$ cat src/rtl/mem_arb_pkg.sv
// Shared types for the memory arbiter: FSM state and transaction owner encodings.
package mem_arb_pkg;

    typedef enum logic [1:0] {
        ST_IDLE = 2'd0,
        ST_REQ  = 2'd1,
        ST_RESP = 2'd2
    } state_t;

    typedef enum logic [1:0] {
        OWN_NONE = 2'd0,
        OWN_IFU  = 2'd1,
        OWN_LSU  = 2'd2
    } owner_t;

endpackage

$ cat src/rtl/mem_arb_sel.sv
// Combinational winner selection between fetch and load/store requests.
// MEM_ARBITER_RR_EN switches conflicts from fixed LSU priority to round-robin.
module mem_arb_sel
    import mem_arb_pkg::*;
(
    input  logic   ifuValid,
    input  logic   lsuValid,
    input  owner_t lastGrant,
    output owner_t owner
);

`ifndef MEM_ARBITER_RR_EN
    logic unusedLastGrant;
    assign unusedLastGrant = ^lastGrant;
`endif

    // On a conflict the round-robin build favours whoever was not served last
    always_comb begin
        owner = OWN_NONE;
        if (ifuValid && lsuValid) begin
`ifdef MEM_ARBITER_RR_EN
            owner = (lastGrant == OWN_LSU) ? OWN_IFU : OWN_LSU;
`else
            owner = OWN_LSU;
`endif
        end else if (ifuValid) begin
            owner = OWN_IFU;
        end else if (lsuValid) begin
            owner = OWN_LSU;
        end
    end

endmodule

$ cat src/rtl/mem_arbiter.sv
// Arbitrates fetch and load/store traffic onto one memory port, one transaction at a time.
// Define MEM_ARBITER_RR_EN for round-robin conflicts; default gives the LSU fixed priority.
module mem_arbiter
    import mem_arb_pkg::*;
#(
    parameter int ADDR_WIDTH = 32,
    parameter int DATA_WIDTH = 32
) (
    input  logic                  clk,
    input  logic                  rst,
    input  logic                  ifu_req_valid,
    output logic                  ifu_req_ready,
    input  logic [ADDR_WIDTH-1:0] ifu_addr,
    output logic                  ifu_resp_valid,
    output logic [DATA_WIDTH-1:0] ifu_rdata,
    input  logic                  lsu_req_valid,
    output logic                  lsu_req_ready,
    input  logic [ADDR_WIDTH-1:0] lsu_addr,
    input  logic                  lsu_wen,
    input  logic [DATA_WIDTH-1:0] lsu_wdata,
    input  logic [7:0]            lsu_wmask,
    output logic                  lsu_resp_valid,
    output logic [DATA_WIDTH-1:0] lsu_rdata,
    output logic                  mem_req_valid,
    input  logic                  mem_req_ready,
    output logic [ADDR_WIDTH-1:0] mem_addr,
    output logic                  mem_wen,
    output logic [DATA_WIDTH-1:0] mem_wdata,
    output logic [7:0]            mem_wmask,
    input  logic                  mem_resp_valid,
    input  logic [DATA_WIDTH-1:0] mem_rdata
);

    state_t                state;
    owner_t                owner;
    owner_t                winner;
    owner_t                lastGrant;
    logic [ADDR_WIDTH-1:0] addrQ;
    logic                  wenQ;
    logic [DATA_WIDTH-1:0] wdataQ;
    logic [7:0]            wmaskQ;
    logic                  grantNow;
    logic                  respNow;

    mem_arb_sel uSel (
        .ifuValid  (ifu_req_valid),
        .lsuValid  (lsu_req_valid),
        .lastGrant (lastGrant),
        .owner     (winner)
    );

    // Every output is forced low while reset is asserted so nothing leaks from an abandoned transaction
    assign grantNow = !rst && (state == ST_IDLE);
    assign respNow  = !rst && (state == ST_RESP) && mem_resp_valid;

    assign ifu_req_ready  = grantNow && (winner == OWN_IFU);
    assign lsu_req_ready  = grantNow && (winner == OWN_LSU);
    assign ifu_resp_valid = respNow && (owner == OWN_IFU);
    assign lsu_resp_valid = respNow && (owner == OWN_LSU);
    assign ifu_rdata      = ifu_resp_valid ? mem_rdata : '0;
    assign lsu_rdata      = lsu_resp_valid ? mem_rdata : '0;

    assign mem_req_valid = !rst && (state == ST_REQ);
    assign mem_addr      = rst ? '0 : addrQ;
    assign mem_wen       = rst ? 1'b0 : wenQ;
    assign mem_wdata     = rst ? '0 : wdataQ;
    assign mem_wmask     = rst ? 8'h00 : wmaskQ;

`ifdef MEM_ARBITER_RR_EN
    always_ff @(posedge clk) begin
        if (rst) begin
            lastGrant <= OWN_LSU;
        end else if (grantNow && (winner != OWN_NONE)) begin
            lastGrant <= winner;
        end
    end
`else
    assign lastGrant = OWN_LSU;
`endif

    // Fields are captured at grant and held untouched until the next grant
    always_ff @(posedge clk) begin
        if (rst) begin
            state  <= ST_IDLE;
            owner  <= OWN_NONE;
            addrQ  <= '0;
            wenQ   <= 1'b0;
            wdataQ <= '0;
            wmaskQ <= 8'h00;
        end else begin
            case (state)
                ST_IDLE: begin
                    if (winner == OWN_IFU) begin
                        state  <= ST_REQ;
                        owner  <= OWN_IFU;
                        addrQ  <= ifu_addr;
                        wenQ   <= 1'b0;
                        wdataQ <= '0;
                        wmaskQ <= 8'h00;
                    end else if (winner == OWN_LSU) begin
                        state  <= ST_REQ;
                        owner  <= OWN_LSU;
                        addrQ  <= lsu_addr;
                        wenQ   <= lsu_wen;
                        wdataQ <= lsu_wdata;
                        wmaskQ <= lsu_wmask;
                    end
                end
                ST_REQ: begin
                    if (mem_req_ready) begin
                        state <= ST_RESP;
                    end
                end
                ST_RESP: begin
                    if (mem_resp_valid) begin
                        state <= ST_IDLE;
                        owner <= OWN_NONE;
                    end
                end
                default: begin
                    state <= ST_IDLE;
                    owner <= OWN_NONE;
                end
            endcase
        end
    end

endmodule

$ cat config.mk
export PLATFORM = sky130hd
export DESIGN_NAME = mem_arbiter
export DESIGN_NICKNAME = d
export VERILOG_FILES = /design/src/rtl/mem_arb_pkg.sv /design/src/rtl/mem_arb_sel.sv /design/src/rtl/mem_arbiter.sv
export SDC_FILE = /design/constraint.sdc
export NUM_CORES = 1
export LEC_CHECK = 0
export CORE_ASPECT_RATIO = 1.1
export CORE_MARGIN = 10
export CORE_UTILIZATION = 38
export CTS_CLUSTER_DIAMETER = 150
export DETAILED_ROUTE_END_ITERATION = 6
export PLACE_DENSITY = 0.85
export RECOVER_POWER = 100
export SYNTH_ARGS = -nofsm -noshare
export SYNTH_HDL_FRONTEND = slang
export SYNTH_SLANG_ARGS = --single-unit
$ cat constraint.sdc
create_clock -name clk -period 3.5 [get_ports clk]
set_input_delay 0.875 -clock clk [delete_from_list [all_inputs] [get_ports clk]]
set_output_delay 0.875 -clock clk [all_outputs]
set_load 0.03 [all_outputs]
==> results of run 1 <==
cells by family after synthesis:
| kind of cell | Yosys count |
|---|---|
| AND/OR/NAND/NOR | 193 |
| buffers and inverters | 116 |
| AO/OA/AOI/OAI | 80 |
| flip-flops | 77 |
| multiplexers | 32 |
worst paths after layout:
check | startpoint | endpoint | depth (start not counted)
worst min register to register | addrQ[13] | addrQ[13] | 2
worst max register to register | state[1] | wmaskQ[4] | 4
worst max-delay path | mem_resp_valid | ifu_rdata[10] | 6
worst min-delay path | addrQ[13] | addrQ[13] | 2
routing by layer:
metal | vias up | routed length, µm | share of wire (%)
met2 | 193 | 8080 | 53
li1 | 2118 | - | -
met5 | - | 0 | 0
met4 | 0 | 281 | 1.8
met1 | 1925 | 5750 | 38
met3 | 18 | 1210 | 7.9
through the flow:
step           power, mW  utilization, %  instance area [µm²]  cells  hold WS, ps
2_1_floorplan       1.34               -                 4060    498          460
3_3_place_gp        1.62            65.7                 6830    892          472
3_5_place_dp        1.64            65.7                 6830    892          478
4_1_cts             2.72            69.1                 7180    908          486
5_1_grt             2.76            67.3                 6990    910          505
6_report            2.66            67.3                 6990    910          484
layout make-up:
| type | count | area (µm²) |
|---|---|---|
| Timing Repair Buffer | 292 | 2700 |
| Multi-Input combinational cell | 305 | 1930 |
| Sequential cell | 77 | 1540 |
| Inverter | 75 | 282 |
| Clock buffer | 11 | 243 |
| Clock inverter | 5 | 106 |
| Antenna cell | 2 | 5.00 |
| Fill cell | 893 | 3400 |
| Tap cell | 143 | 179 |
worst max-delay path, stage by stage:
cell           delay (ps)
dlygate4sd3_1         630
nand3b_4              120
nor4_4                200
buf_12                200
and2_1                140
clkbuf_1              310
sequential cells by signal, summed over array words and instances, names as in the netlist:
register,cells
addrQ,32
owner,2
wenQ,1
wdataQ,32
wmaskQ,8
state,2
synth_stat cells, types with 5 or more instances:
cell / count / area (µm²)
clkbuf_1: 13 / 48.8
buf_6: 10 / 113
buf_2: 15 / 75.1
mux2i_1: 32 / 320
o21ai_0: 28 / 140
inv_1: 75 / 282
and2_1: 64 / 400
nand2_1: 42 / 158
nand2b_1: 42 / 263
o21ai_1: 5 / 25.0
o21ai_2: 9 / 78.8
dfxtp_1: 77 / 1540
o32ai_1: 32 / 280
nor2_1: 34 / 128
power breakdown:
part | internal (mW) | total [mW] | switching [mW]
clock | 0.719 | 1.07 | 0.355
sequential | 0.956 | 0.986 | 0.0295
combinational | 0.291 | 0.601 | 0.310
total | 1.97 | 2.66 | 0.695
==> metrics, run 1 <==
Final HPWL DP 12400 µm; Via-to-Cell Ratio 4.67; Vias 4254; die width 118 µm; Root Buffer clkbuf_16; Global Route Usage Sum 18.6%; worst clock skew 7.14 ps; CP endpoint kind primary output; largest family of logic cells by synthesized area simple AND/OR/NAND/NOR gates; Async SR Flop Fraction 0%; Final setup viols 0; Max Clock Freq 297 MHz; PnR worst setup slack roughly 130 ps; Yosys Warn Count 0; setup slack, reg-to-reg 1450 ps; Critical Path AT approximately 2500 ps; Final min period 3370 ps; Tcrit/Tclk final 96.3%; IO Count roughly 290; DR pass1 iterations 4; Core Footprint 0.0104 mm²; Post-Synth XOR/XNOR Area 0%; post-cts sizing count 0; clock buffer count from CTS 9; full die area around 0.015 mm²; number of global-route vias before repair 4385; CTS tree built; Startpoint Class input port; global-route wire length before repair ~23000 µm; type of the tightest min-delay check reg -> reg; sinks on the clock net 77; nets 903; DRT antenna net count 0; sequential-to-total area share from yosys stat 38.0%; static leakage 3.43 nW; vertical die dimension 128 µm; fraction of layout cells with a size suffix above 1 12.3%; post-synthesis mux area share about 7.9%; commonest non-fill, non-tap cell in the layout clkdlybuf4s50_1; pin count of the biggest net entering global routing 73; num rows 39; Port-buffer cells 284; Clock transition at path regs around 60 ps; max-slew violations 0; # H-tree levels 3; DP Worst Slack 221 ps; wire per inst between 15 and 20 µm; post-CTS setup buffer count 0; status finished, final reports clean; PD cells 380 mW/mm²; Slew @ Worst Pin 1190 ps; RSZ-0062 raised after global routing false; Area growth, synth to finish 72.5%; Synth Instances between 400 and 500; latest clock arrival within the worst-skew pair ~320 ps; GR Overflow Total 0; DR iter-0 viols 178; worst-path fanout max 33; setup TNS 0 ps; final wirelength between 15000 and 20000 µm; critical setup path kind in -> out; Peak VDD IR 275 µV; ys flop type dfxtp_1; gr busiest metal met2; Post-synth EDFFs 0; maxcap violations 0; leading cell types in the layout, fill and taps excluded clkdlybuf4s50_1 (141), dfxtp_1 (77), inv_1 (75), dlygate4sd3_1 (74), and2_1 (60); clock tree buffer depth 2; met1 usage 18.5%; complex-gate fraction of the synthesized area 14.0%; syn nets approximately 640; drt drc 0; Initial Utilization 39.0%; Synth Area in Adders 0%; Post-Synth Simple-Gate Area 26.9%; Syn Area/Cell 8.14 µm²; Post-Syn Area between 0.004 and 0.005 mm²; gpl congestion 0.808; synth unique cells 30; M2 GR Usage 35.6%; Final Hold Fails 0; WP data required 2620 ps; initial antenna violation count 2; met3 Use GR between 6 and 7%; Yosys reg bits 77; Max-slew headroom between 20% and 30%; hold buffer count at cts 0
No activity file was read; power rests on OpenSTA's default activity.
==> inputs of run 2 (changes only) <==
CORE_ASPECT_RATIO = unset   (was 1.1)
PLACE_DENSITY = 0.86   (was 0.85)
SYNTH_HIERARCHICAL = 1   (was unset)
==> metrics, run 2 <==
full die area 0.0148 mm² (-2.6%); Syn Area/Cell 9.31 µm² (+14%); Startpoint Class input port; PnR worst setup slack 86.9 ps (-41.6 ps); hold buffer count at cts 0 (unchanged); static leakage 2.97 nW (-14%); Post-Place Cells 812 (-9.0%); CP endpoint kind primary output; post-route cell area 0.00680 mm² (-2.8%); type of the tightest min-delay check reg -> reg; Max Clock Freq 293 MHz (-1.2%); Root Buffer clkbuf_8; nets 832 (-7.9%); DR iter-0 viols 232 (+30%); fin cells 828 (-9.0%); setup TNS 0 ps (unchanged); die width 122 µm (+2.7%); Critical Path AT 2540 ps (+40 ps); post-CTS setup buffer count 0 (unchanged); CTS tree built; GR Overflow Total 0 (unchanged); vertical die dimension 122 µm (-5.2%); critical-path cell list clkdlybuf4s50_1 > nor2b_1 > inv_1 > ha_1 > and2_1 > clkdlybuf4s50_1; RSZ-0062 raised after global routing false; leading cell types in the layout, fill and taps excluded clkdlybuf4s50_1 (141), dfxtp_1 (77), dlygate4sd3_1 (75), nor2b_1 (68), and2_1 (62); total chip power 2.28 mW (-14%); wire per inst 17.8 µm (+5.8%); status finished, final reports clean; placed cell area 0.00676 mm² (-1.0%); final wirelength 14800 µm (-3.7%); PD cells 336 mW/mm² (-12%); Area growth, synth to finish 73.0%; critical setup path kind in -> out; CP bufs+invs 3 (unchanged); latest clock arrival within the worst-skew pair 340 ps (+20 ps); max-slew violations 0 (unchanged); maxcap violations 0 (unchanged); worst-path fanout max 2 (-94%); Tcrit/Tclk final 97.5% (+1.2 points); Final HPWL DP 11900 µm (-3.8%); Global Route Usage Sum 18.4% (-0.13 points); storage element area 0.00154 mm² (unchanged); drt drc 0 (unchanged); slowest stage delay, CP 600 ps (-30 ps); Peak VDD IR 195 µV (-29%); fraction of layout cells with a size suffix above 1 14.0% (+1.7 points); post-cts sizing count 0 (unchanged); fin util 66.7% (-0.55 points); # H-tree levels 3 (unchanged); IO Count 285 (unchanged); Final Hold Fails 0 (unchanged); Clock transition at path regs 80 ps (+20 ps); clock buffer count from CTS 9 (unchanged); commonest non-fill, non-tap cell in the layout clkdlybuf4s50_1; pin count of the biggest net entering global routing 65 (-11%); number of global-route vias before repair 3964 (-9.6%); DRT antenna net count 0 (unchanged); biggest regs addrQ x32, wdataQ x32, wmaskQ x8; gpl congestion 0.862 (+6.6%); Filler Cells Inserted 856 (-4.1%); worst clock skew 12.8 ps (+5.61 ps); Core Footprint 0.0102 mm² (-2.0%); diodes inserted 0 (-2); Final min period 3410 ps (+41.6 ps); Max-slew headroom 27.1% (+6.4 points); WP data required 2620 ps (about the same); syn nets 567 (-12%); Multi-input gate area 0.00215 mm² (+11%); CP delay by family, top buffers and inverters; Via-to-Cell Ratio 4.76 (+1.8%); DP Worst Slack 73.4 ps (-147 ps); Vias 3939 (-7.4%); Port-buffer cells 284 (unchanged); slowest stage cell, crit path clkdlybuf4s50_1; Final setup viols 0 (unchanged); DR pass1 iterations 4 (unchanged); Synth Instances 422 (-15%); Slew @ Worst Pin 1090 ps (-95.9 ps); Post-Syn Area 0.00393 mm² (-3.1%); global-route wire length before repair 22100 µm (-4.6%); initial antenna violation count 0 (-2); sinks on the clock net 77 (unchanged); Initial Utilization 38.6% (-0.43 points); Yosys Warn Count 6 (+6); clock tree buffer depth 2 (unchanged); WHS 498 ps (+13.6 ps); num rows 37 (-5.1%); Most common cell on crit path clkdlybuf4s50_1
## run 2: cell type report
cell class / count / share of cell area, %
Clock buffer: 9 / 1.82
Timing Repair Buffer: 294 / 40.3
Sequential cell: 77 / 22.7
Tap cell: 136 / 2.50
Inverter: 3 / 0.166
Clock inverter: 7 / 0.847
Multi-Input combinational cell: 302 / 31.6
## run 2: path summary, 6_finish.rpt
kind,startpoint,end,slack (ps),cells past startpoint
max,ifu_req_valid,lsu_req_ready,90,6
min,addrQ[5],addrQ[5],500,2
max reg2reg,state[1],wdataQ[25],1620,4
min reg2reg,addrQ[5],addrQ[5],500,2
## run 2: metal layers
| metal | track usage, % | up-vias | part of all wire [%] |
|---|---|---|---|
| li1 | - | 1982 | - |
| met5 | 0 | - | 0 |
| met1 | 21.6 | 1779 | 40 |
| met4 | 4.40 | 0 | 0.99 |
| met2 | 30.7 | 166 | 49 |
| met3 | 7.72 | 12 | 10 |
## run 2: power breakdown
group | internal, mW | total, mW | leakage (nW) | switching, mW
clock network | 0.267 | 0.627 | 0.0881 | 0.360
logic | 0.336 | 0.657 | 2.24 | 0.321
registers | 0.965 | 1.00 | 0.634 | 0.0359
total | 1.57 | 2.28 | 2.97 | 0.716
## run 2: worst register-to-register path: stages (launching register included)
cell and delay, ps:
dfxtp_1 440, nor3_2 280, nor3b_4 200, buf_2 630, a22o_1 260
